[src/rtl/seg_scan_ctrl.sv]
// rtl/seg_scan_ctrl.sv - four-digit multiplexed 7-segment scan controller with tear-free frame updates
// Optional leading-zero blanking: define SEG_SCAN_LZB_EN.
module seg_scan_ctrl #(
    parameter int DIV_MAX = 49999,
    parameter int GUARD   = 4
) (
    input  logic        clk,
    input  logic        rst,
    input  logic        load,
    input  logic [15:0] data_in,
    input  logic [3:0]  dp_in,
    output logic        ack,
    output logic [7:0]  seg,
    output logic [3:0]  an
);

    localparam int CW = (DIV_MAX > 0) ? $clog2(DIV_MAX + 1) : 1;
    localparam logic [CW-1:0] CNT_MAX = CW'(DIV_MAX);
    localparam logic [CW-1:0] GUARD_C = CW'(GUARD);

    logic [CW-1:0] cnt_q;
    logic [1:0]    idx_q;
    logic [15:0]   disp_q;
    logic [3:0]    dp_q;
    logic [15:0]   pend_q;
    logic [3:0]    pend_dp_q;
    logic          pend_valid_q;
    logic          ack_q;
    logic [7:0]    seg_q;
    logic [3:0]    an_q;

    logic          tick;
    logic          frame;
    logic          in_guard;
    logic [3:0]    nib;
    logic [6:0]    seg_bits;
    logic [7:0]    seg_d;
    logic [3:0]    an_d;

    function automatic logic [6:0] seg_decode(input logic [3:0] v);
        case (v)
            4'd0:    seg_decode = 7'b1111110;
            4'd1:    seg_decode = 7'b0110000;
            4'd2:    seg_decode = 7'b1101101;
            4'd3:    seg_decode = 7'b1111001;
            4'd4:    seg_decode = 7'b0110011;
            4'd5:    seg_decode = 7'b1011011;
            4'd6:    seg_decode = 7'b1011111;
            4'd7:    seg_decode = 7'b1110000;
            4'd8:    seg_decode = 7'b1111111;
            4'd9:    seg_decode = 7'b1111011;
            default: seg_decode = 7'b0000000;
        endcase
    endfunction

    // Slot timing and the segment/anode pattern for the current slot position.
    always_comb begin
        tick     = (cnt_q == CNT_MAX);
        frame    = tick && (idx_q == 2'd3);
        in_guard = (cnt_q < GUARD_C);
        nib      = disp_q[{idx_q, 2'b00} +: 4];
`ifdef SEG_SCAN_LZB_EN
        // A digit above digit0 is blank when it and every digit above it is zero.
        case (idx_q)
            2'd3:    seg_bits = (disp_q[15:12] == 4'h0)  ? 7'b0 : seg_decode(nib);
            2'd2:    seg_bits = (disp_q[15:8]  == 8'h0)  ? 7'b0 : seg_decode(nib);
            2'd1:    seg_bits = (disp_q[15:4]  == 12'h0) ? 7'b0 : seg_decode(nib);
            default: seg_bits = seg_decode(nib);
        endcase
`else
        seg_bits = seg_decode(nib);
`endif
        an_d  = in_guard ? 4'hF : ~(4'b0001 << idx_q);
        seg_d = in_guard ? 8'h00 : {seg_bits, dp_q[idx_q]};
    end

    // Prescaler, digit index, pending/display registers and registered outputs.
    always_ff @(posedge clk or posedge rst) begin
        if (rst) begin
            cnt_q        <= '0;
            idx_q        <= 2'd0;
            disp_q       <= 16'h0;
            dp_q         <= 4'h0;
            pend_q       <= 16'h0;
            pend_dp_q    <= 4'h0;
            pend_valid_q <= 1'b0;
            ack_q        <= 1'b0;
            seg_q        <= 8'h00;
            an_q         <= 4'hF;
        end else begin
            cnt_q <= tick ? '0 : cnt_q + CW'(1);
            if (tick) begin
                idx_q <= idx_q + 2'd1;
            end
            // Display only moves at a frame boundary so a frame never mixes two values.
            if (frame && pend_valid_q) begin
                disp_q <= pend_q;
                dp_q   <= pend_dp_q;
            end
            ack_q <= frame && pend_valid_q;
            // A new load always lands in pending, even on the boundary that drains it.
            if (load) begin
                pend_q       <= data_in;
                pend_dp_q    <= dp_in;
                pend_valid_q <= 1'b1;
            end else if (frame) begin
                pend_valid_q <= 1'b0;
            end
            an_q  <= an_d;
            seg_q <= seg_d;
        end
    end

    assign ack = ack_q;
    assign seg = seg_q;
    assign an  = an_q;

endmodule

[config.mk]
export PLATFORM = sky130hd
export DESIGN_NAME = seg_scan_ctrl
export DESIGN_NICKNAME = d
export VERILOG_FILES = /design/src/rtl/seg_scan_ctrl.sv
export SDC_FILE = /design/constraint.sdc
export NUM_CORES = 1
export LEC_CHECK = 0
export CAP_MARGIN = 15
export CELL_PAD_IN_SITES_DETAIL_PLACEMENT = 2
export CELL_PAD_IN_SITES_GLOBAL_PLACEMENT = 2
export CORE_AREA = 2 2 95 97
export CTS_CLUSTER_DIAMETER = 80
export DETAILED_ROUTE_END_ITERATION = 10
export DIE_AREA = 0 0 97 99
export PLACE_DENSITY_LB_ADDON = 0.1
export SLEW_MARGIN = 10
export SYNTH_ARGS = -nofsm -noshare
export SYNTH_HDL_FRONTEND = slang
export SYNTH_SLANG_ARGS = --single-unit
export TNS_END_PERCENT = 1
[constraint.sdc]
create_clock -name clk -period 2.9 [get_ports clk]
set_clock_uncertainty 0.05 [all_clocks]
set_input_delay 0.29 -clock clk [delete_from_list [all_inputs] [get_ports clk]]
set_output_delay 0.29 -clock clk [all_outputs]
set_load 0.01 [all_outputs]
==> qor.yml, run 1 <==
drt:
  route.detailed.drc: 0
  routed_via_density: 5.03
  vias: 2000
  drtAntennaViolNets: 0
  drt_pre_antenna_iters: 4
  wl_mm: 6.82
  drt_iter0_drc: 38
  avgRoutedWirePerCell_microns: 17.1
cts:
  cts_buffers: 9
  clock-sinks: 72
  path_clk_slew_ns: 0.08
  cts_setup_buffers: 0
  insertion_delay_ns: 0.34
  cts-root-buf: "clkbuf_8"
  cts_max_level: 3
  holdBufCountCts: 0
  cts_resized: 0
  cts_tree: "yes"
  max-clock-path-buffers: 2
layout:
  synthToLayoutAreaGrowth_pct: 20.9
  antenna_cells: 0
  final-seq-area_sq_um: 1810
  drive_above_1_share_pct: 18.6
  final_cell_count_no_fill: 398
  nets: 318
  fillCellCount: 864
  multi_input_comb_area_sq_um: 1280
yosys:
  synth_seq_cells: 72
  async_flop_share_pct: 100
  yosysWarningCount: 0
  syn_inst: 244
  syn_area_per_cell_sq_um: 13.0
  synth_top_area_share_pct: 53.6
  synth_edf_count: 0
  synth_ff_type: "dfrtp_1"
  syn_area_sq_um: 3180
  synth_top_area_cell: "dfrtp_1"
  synth_cell_types: 35
  synthTopCellsByArea: "dfrtp_1 54%, mux2_1 7.4%, mux2_2 7.4%, ha_1 3.9%, mux4_2 3.5%"
  syn-num-nets: 277
  ys_seq_area_share_pct: 56.9
power:
  p_comb_share_pct: 4.8
  p_leak_uw: 0.00169
  p_int_uw: 1440
  netSwitchingFraction_pct: 23.2
  p_per_area_nw_per_um2: 489
  netSwitchingPower_uw: 437
  p_seq_share_pct: 55.7
  clockPowerShare_pct: 39.5
  ir_worst_vdd_v: 0.000246
sta:
  period_share_pct: 78.1
  timing.final.setup_violations: 0
  hold_viol_final: 0
  fmax_mhz: 442
  slew_headroom_pct: 36.8
  rsz0062_at_grt: "no"
  worst_slack_ns: 0.636
  maxSlewViolCount: 0
  fin_crit_ns: 2.26
  setup_tns_ns: 0
  max_slew.worst_pin.slew_ns: 0.946
place:
  post-place-cells: 382
  io_buffers: 35
  pre_cts_slack_ns: 0.637
  post-dp-hpwl_mm: 4.88
  routabilityCongestion: 0.710
critical_path:
  slowest_delay_ns: 0.55
  arrival_ns: 2.44
  slowest_stage: "or4_4"
  worst-path-buf-inv: 1
  worstPathRequired_ns: 3.08
  rr_worst_depth: 5
  crit_path_start: "cnt_q[11]"
  cp_cell_sequence: "or4_4 -> nor4_4 -> and2b_1 -> buf_4 -> mux2_1"
  crit_path_start_kind: "flop"
  cpLargestDelayFamily: "simple AND/OR/NAND/NOR gates"
  crit_path_end_kind: "flop"
  r2r-end: "disp_q[3]"
  rr_startpoint: "cnt_q[11]"
  criticalPathCategory: "flop to flop"
  cp.depth: 5
  cp_max_fo: 20
  critPathCapture: "disp_q[3]"
  r2r_slack_ns: 0.64
floorplanning:
  die_w_microns: 97
  start_util_pct: 37.2
  die_y_microns: 99
  die-area_sq_um: 9600
  io_pins: 36
  core_area_sq_um: 8550
  fp-row-count: 34
grt:
  grt_max_degree: 46
  grt_pass1_vias: 2249
  grtUsageTotal_pct: 16.2
  globalRouteOverflowTotal: 0
  antenna_found_initial: 0
  grt_first_pass_wirelength_mm: 11.8
outcome:
  outcome: "finished clean"
worst_hold_path:
  holdCritPathClass: "input pin to asynchronous set/reset pin"
flow_run:
  drv_cap: 0
==> power groups by stage <==
stage,Clock [uW],Combinational (uW),Sequential (uW)
5_1_grt,821,101,1050
3_3_place_gp,0,90.9,1070
2_1_floorplan,0,48.1,1060
6_report,743,89.8,1050
4_1_cts,773,94.2,1050
3_5_place_dp,0,93.5,1070
==> logic make-up (layout without fill, tap and decap cells) <==
kind of cell	count (synthesis)	after routing	synth area share (%)
XOR/XNOR	13	13	3.58
buffers and inverters	19	65	2.80
adder cells (fa/ha/maj)	10	10	3.94
multiplexers	50	50	19.4
AO/OA/AOI/OAI	17	17	3.03
flip-flops	72	72	56.9
AND/OR/NAND/NOR	63	63	10.4
==> final cells by class <==
type	count	area share [%]
Clock buffer	12	4.04
Clock inverter	4	0.749
Sequential cell	72	47.0
Tap cell	108	3.52
Multi-Input combinational cell	153	33.4
Timing Repair Buffer	40	10.4
Inverter	9	0.879
==> worst min-delay path by stage <==
| stage | from | end | slack [ns] |
|---|---|---|---|
| CTS | rst | cnt_q[13] | 0.30 |
| finish | rst | cnt_q[12] | 0.29 |
| global placement | pend_valid_q | pend_valid_q | 0.41 |
| detailed placement | pend_valid_q | pend_valid_q | 0.42 |
| floorplan | data_in[15] | pend_q[15] | 0.39 |
| global route | rst | cnt_q[12] | 0.34 |
==> layout by cell type (no fill, tap or decap), types with 3 or more instances in the layout <==
master,instances
nor4_1,4
nand3_1,5
dfrtp_1,68
nand4_1,6
nand2_1,17
xnor2_1,6
ha_1,10
mux4_2,5
inv_1,7
a21oi_1,8
nor3_1,6
buf_4,4
and2_1,4
clkbuf_8,11
o21ai_1,3
nor2_1,13
clkdlybuf4s50_1,35
xor2_1,7
dfstp_2,4
mux2i_1,3
mux2_2,21
mux2_1,21
==> synth_stat cells, types with 4 or more instances <==
cell / number
ha_1: 10
mux2_2: 21
a21oi_1: 8
xnor2_1: 6
clkbuf_1: 6
and2_1: 4
inv_1: 8
mux4_2: 5
xor2_1: 7
mux2_1: 21
nor4_1: 4
dfrtp_1: 68
nand2_1: 17
nor3_1: 6
dfstp_2: 4
nor2_1: 13
nand3_1: 5
nand4_1: 6
==> metrics by stage <==
stage	total power, uW	util, %	cell area (sq um)	hold slack (ns)
floorplan	1110	-	3180	0.392
global placement	1160	42.8	3660	0.411
detailed placement	1160	42.8	3660	0.421
CTS	1920	44.9	3840	0.297
global route	1980	44.9	3840	0.340
finish	1880	44.9	3840	0.289
==> sequential cells by signal, summed over array words and instances (netlist names) <==
signal        count
an                4
ack               1
pend_dp_q         4
pend_q           16
disp_q           16
cnt_q            16
pend_valid_q      1
idx_q             2
seg               8
dp_q              4
==> metal layers <==
metal | global-route usage [%] | wire [microns]
met3 | 2.77 | 194
met5 | 0 | 0
met2 | 25.3 | 3210
met1 | 21.8 | 3260
met4 | 8.13 | 162
Power figures use the tool's default switching activity.
==> run 2: changes to the inputs <==
==> constraint.sdc (replaced) <==
create_clock -name clk -period 2.2 [get_ports clk]
set_clock_uncertainty 0.05 [all_clocks]
set_input_delay 0.22 -clock clk [delete_from_list [all_inputs] [get_ports clk]]
set_output_delay 0.22 -clock clk [all_outputs]
set_load 0.01 [all_outputs]
==> run 2 against run 1 <==
Against the previous run:
- critical path depth is the same
- worst hold slack lost 0.24 ns
- sequential power grew 31%
- count of clock-buffer cells in the layout shrank 1
- register-to-register slack lost 0.49 ns
- setup slack lost 0.49 ns
- first-iteration DRC count grew 63%
==> qor.yml, run 2 (same netlist as run 1, synthesis figures left out) <==
outcome:
  outcome: "finished clean"
critical_path:
  r2r-end: "dp_q[0]"
  slowest_stage: "or4_4"
  arrival_ns: 2.24  # -0.20 ns
  cp_cell_sequence: "or4_4 -> nor4_4 -> and2b_1 -> buf_12 -> mux2_1"
  slowest_delay_ns: 0.52  # -0.03 ns
  r2r_slack_ns: 0.14  # -0.49 ns
  crit_path_end_kind: "flop"
  crit_path_start_kind: "flop"
  rr_startpoint: "cnt_q[12]"
  criticalPathCategory: "flop to flop"
  cp_max_fo: 20  # unchanged
  rr_worst_depth: 5  # unchanged
  worstPathRequired_ns: 2.38  # -0.70 ns
drt:
  drt_pre_antenna_iters: 4  # unchanged
  avgRoutedWirePerCell_microns: 17.8  # +3.8%
  drtAntennaViolNets: 0  # unchanged
  route.detailed.drc: 0  # unchanged
  vias: 2038  # +1.9%
  wl_mm: 7.19  # +5.4%
  routed_via_density: 5.04  # +0.39%
  drt_iter0_drc: 62  # +63%
cts:
  cts_buffers: 9  # unchanged
  insertion_delay_ns: 0.35  # about the same
  cts_resized: 0  # unchanged
  cts_max_level: 3  # unchanged
  max-clock-path-buffers: 2  # unchanged
  clock-sinks: 72  # unchanged
  cts_setup_buffers: 0  # unchanged
  path_clk_slew_ns: 0.08  # about the same
  holdBufCountCts: 0  # unchanged
  cts_tree: "yes"
  cts-root-buf: "clkbuf_8"
layout:
  layout_common_cells: "68 x dfrtp_1, 35 x clkdlybuf4s50_1, 21 x mux2_2, 21 x mux2_1, 17 x nand2_1"
  mostFrequentLayoutCell: "dfrtp_1"
  synthToLayoutAreaGrowth_pct: 25.4
  largestRegisters: "cnt_q x16, disp_q x16, pend_q x16"
  fillCellCount: 844  # -2.3%
  nets: 324  # +1.9%
  antenna_cells: 0  # unchanged
  final_cell_count_no_fill: 404  # +1.5%
  drive_above_1_share_pct: 20.3  # +1.6 points
power:
  p_per_area_nw_per_um2: 732  # +50%
  p_comb_share_pct: 4.1  # -0.7 points
  clockPowerShare_pct: 48.6  # +9.1 points
  netSwitchingFraction_pct: 20.1  # -3.1 points
  netSwitchingPower_uw: 587  # +34%
  p_leak_uw: 0.00176  # +4.3%
  p_seq_share_pct: 47.3  # -8.4 points
  ir_worst_vdd_v: 0.000338  # +37%
  p_int_uw: 2330  # +61%
place:
  post-dp-hpwl_mm: 4.92  # +0.77%
  io_buffers: 35  # unchanged
  routabilityCongestion: 0.765  # +7.7%
  post-place-cells: 388  # +1.6%
sta:
  max_slew.worst_pin.slew_ns: 0.458  # -0.488 ns
  setup_tns_ns: 0  # unchanged
  slew_headroom_pct: 69.4  # +33 points
  maxSlewViolCount: 0  # unchanged
  fin_crit_ns: 2.06  # -0.207 ns
  fmax_mhz: 486  # +10%
  period_share_pct: 93.5  # +15 points
  rsz0062_at_grt: "no"
  hold_viol_final: 0  # unchanged
  timing.final.setup_violations: 0  # unchanged
flow_run:
  drv_cap: 0  # unchanged
grt:
  antenna_found_initial: 0  # unchanged
  grtUsageTotal_pct: 16.7  # +0.53 points
  grt_max_degree: 64  # +39%
  grt_pass1_vias: 2319  # +3.1%
  globalRouteOverflowTotal: 0  # unchanged
  grt_first_pass_wirelength_mm: 12.3  # +4.3%
floorplanning:
  io_pins: 36  # unchanged
  die_y_microns: 99  # unchanged
  core_area_sq_um: 8550  # unchanged
  die_w_microns: 97  # unchanged
  start_util_pct: 37.2  # unchanged
  fp-row-count: 34  # unchanged
  die-area_sq_um: 9600  # unchanged
worst_hold_path:
  holdCritPathClass: "input pin to asynchronous set/reset pin"
## run 2: worst max path at each step
stage / startpoint / end / slack [ns] / cells past startpoint
floorplan: rst / ack / 0.11 / 1
global placement: cnt_q[12] / disp_q[4] / 0.21 / 5
detailed placement: cnt_q[5] / disp_q[7] / 0.17 / 5
CTS: cnt_q[12] / disp_q[9] / 0.13 / 5
global route: cnt_q[0] / dp_q[0] / 0.04 / 6
finish: cnt_q[12] / dp_q[0] / 0.14 / 5
## run 2: layer usage
metal,up-vias,track usage (%),share of wire [%]
met5,-,0,0
met1,1054,21.8,46
met3,8,4.11,3.1
met2,33,27.1,50
li1,943,-,-
met4,0,6.18,1.5
## run 2: per-stage QoR
step / hold slack [ns] / instance area (sq um) / setup WS, ns / util, % / power (uW)
5_1_grt: 0.0371 / 3980 / 0.0381 / 46.6 / 3040
4_1_cts: 0.0362 / 3980 / 0.132 / 46.6 / 2960
2_1_floorplan: 0.322 / 3180 / 0.112 / - / 1460
6_report: 0.0482 / 3980 / 0.143 / 46.6 / 2920
3_5_place_dp: 0.421 / 3710 / 0.172 / 43.4 / 1530
3_3_place_gp: 0.411 / 3710 / 0.215 / 43.4 / 1520
## run 2: critical path, delay by kind of cell (launching register included)
| kind | cells | cell delay [ns] |
|---|---|---|
| DFF | 1 | 0.46 |
| and+or+nand+nor | 3 | 0.88 |
| muxes | 1 | 0.35 |
| buffers and inverters | 1 | 0.18 |
## run 2: power by group through the flow
stage / clock network [uW] / registers [uW] / logic [uW]
floorplan: 0 / 1400 / 63.4
global placement: 0 / 1410 / 119
detailed placement: 0 / 1410 / 124
CTS: 1460 / 1380 / 124
global route: 1520 / 1390 / 132
finish: 1420 / 1380 / 119
## run 2: cell type report
class                   instances  area (sq um)  share of cell area, %
flip-flops and latches         72          1810                   45.4
repair buffers                 46           458                   11.5
inverters                       9          33.8                  0.848
well taps                     108           135                   3.39
clock inverters                 5           128                   3.20
multi-input cells             153          1280                   32.2
clock buffers                  11           141                   3.55
==> run 3: changes to the inputs <==
--- a/config.mk
+++ b/config.mk
@@ -9,7 +9,6 @@
 export CELL_PAD_IN_SITES_DETAIL_PLACEMENT = 2
 export CELL_PAD_IN_SITES_GLOBAL_PLACEMENT = 2
 export CORE_AREA = 2 2 95 97
-export CTS_CLUSTER_DIAMETER = 80
 export DETAILED_ROUTE_END_ITERATION = 10
 export DIE_AREA = 0 0 97 99
 export PLACE_DENSITY_LB_ADDON = 0.1
==> results of run 3 <==
Same layout as run 2: the final DEF is identical, and so are final timing and power.
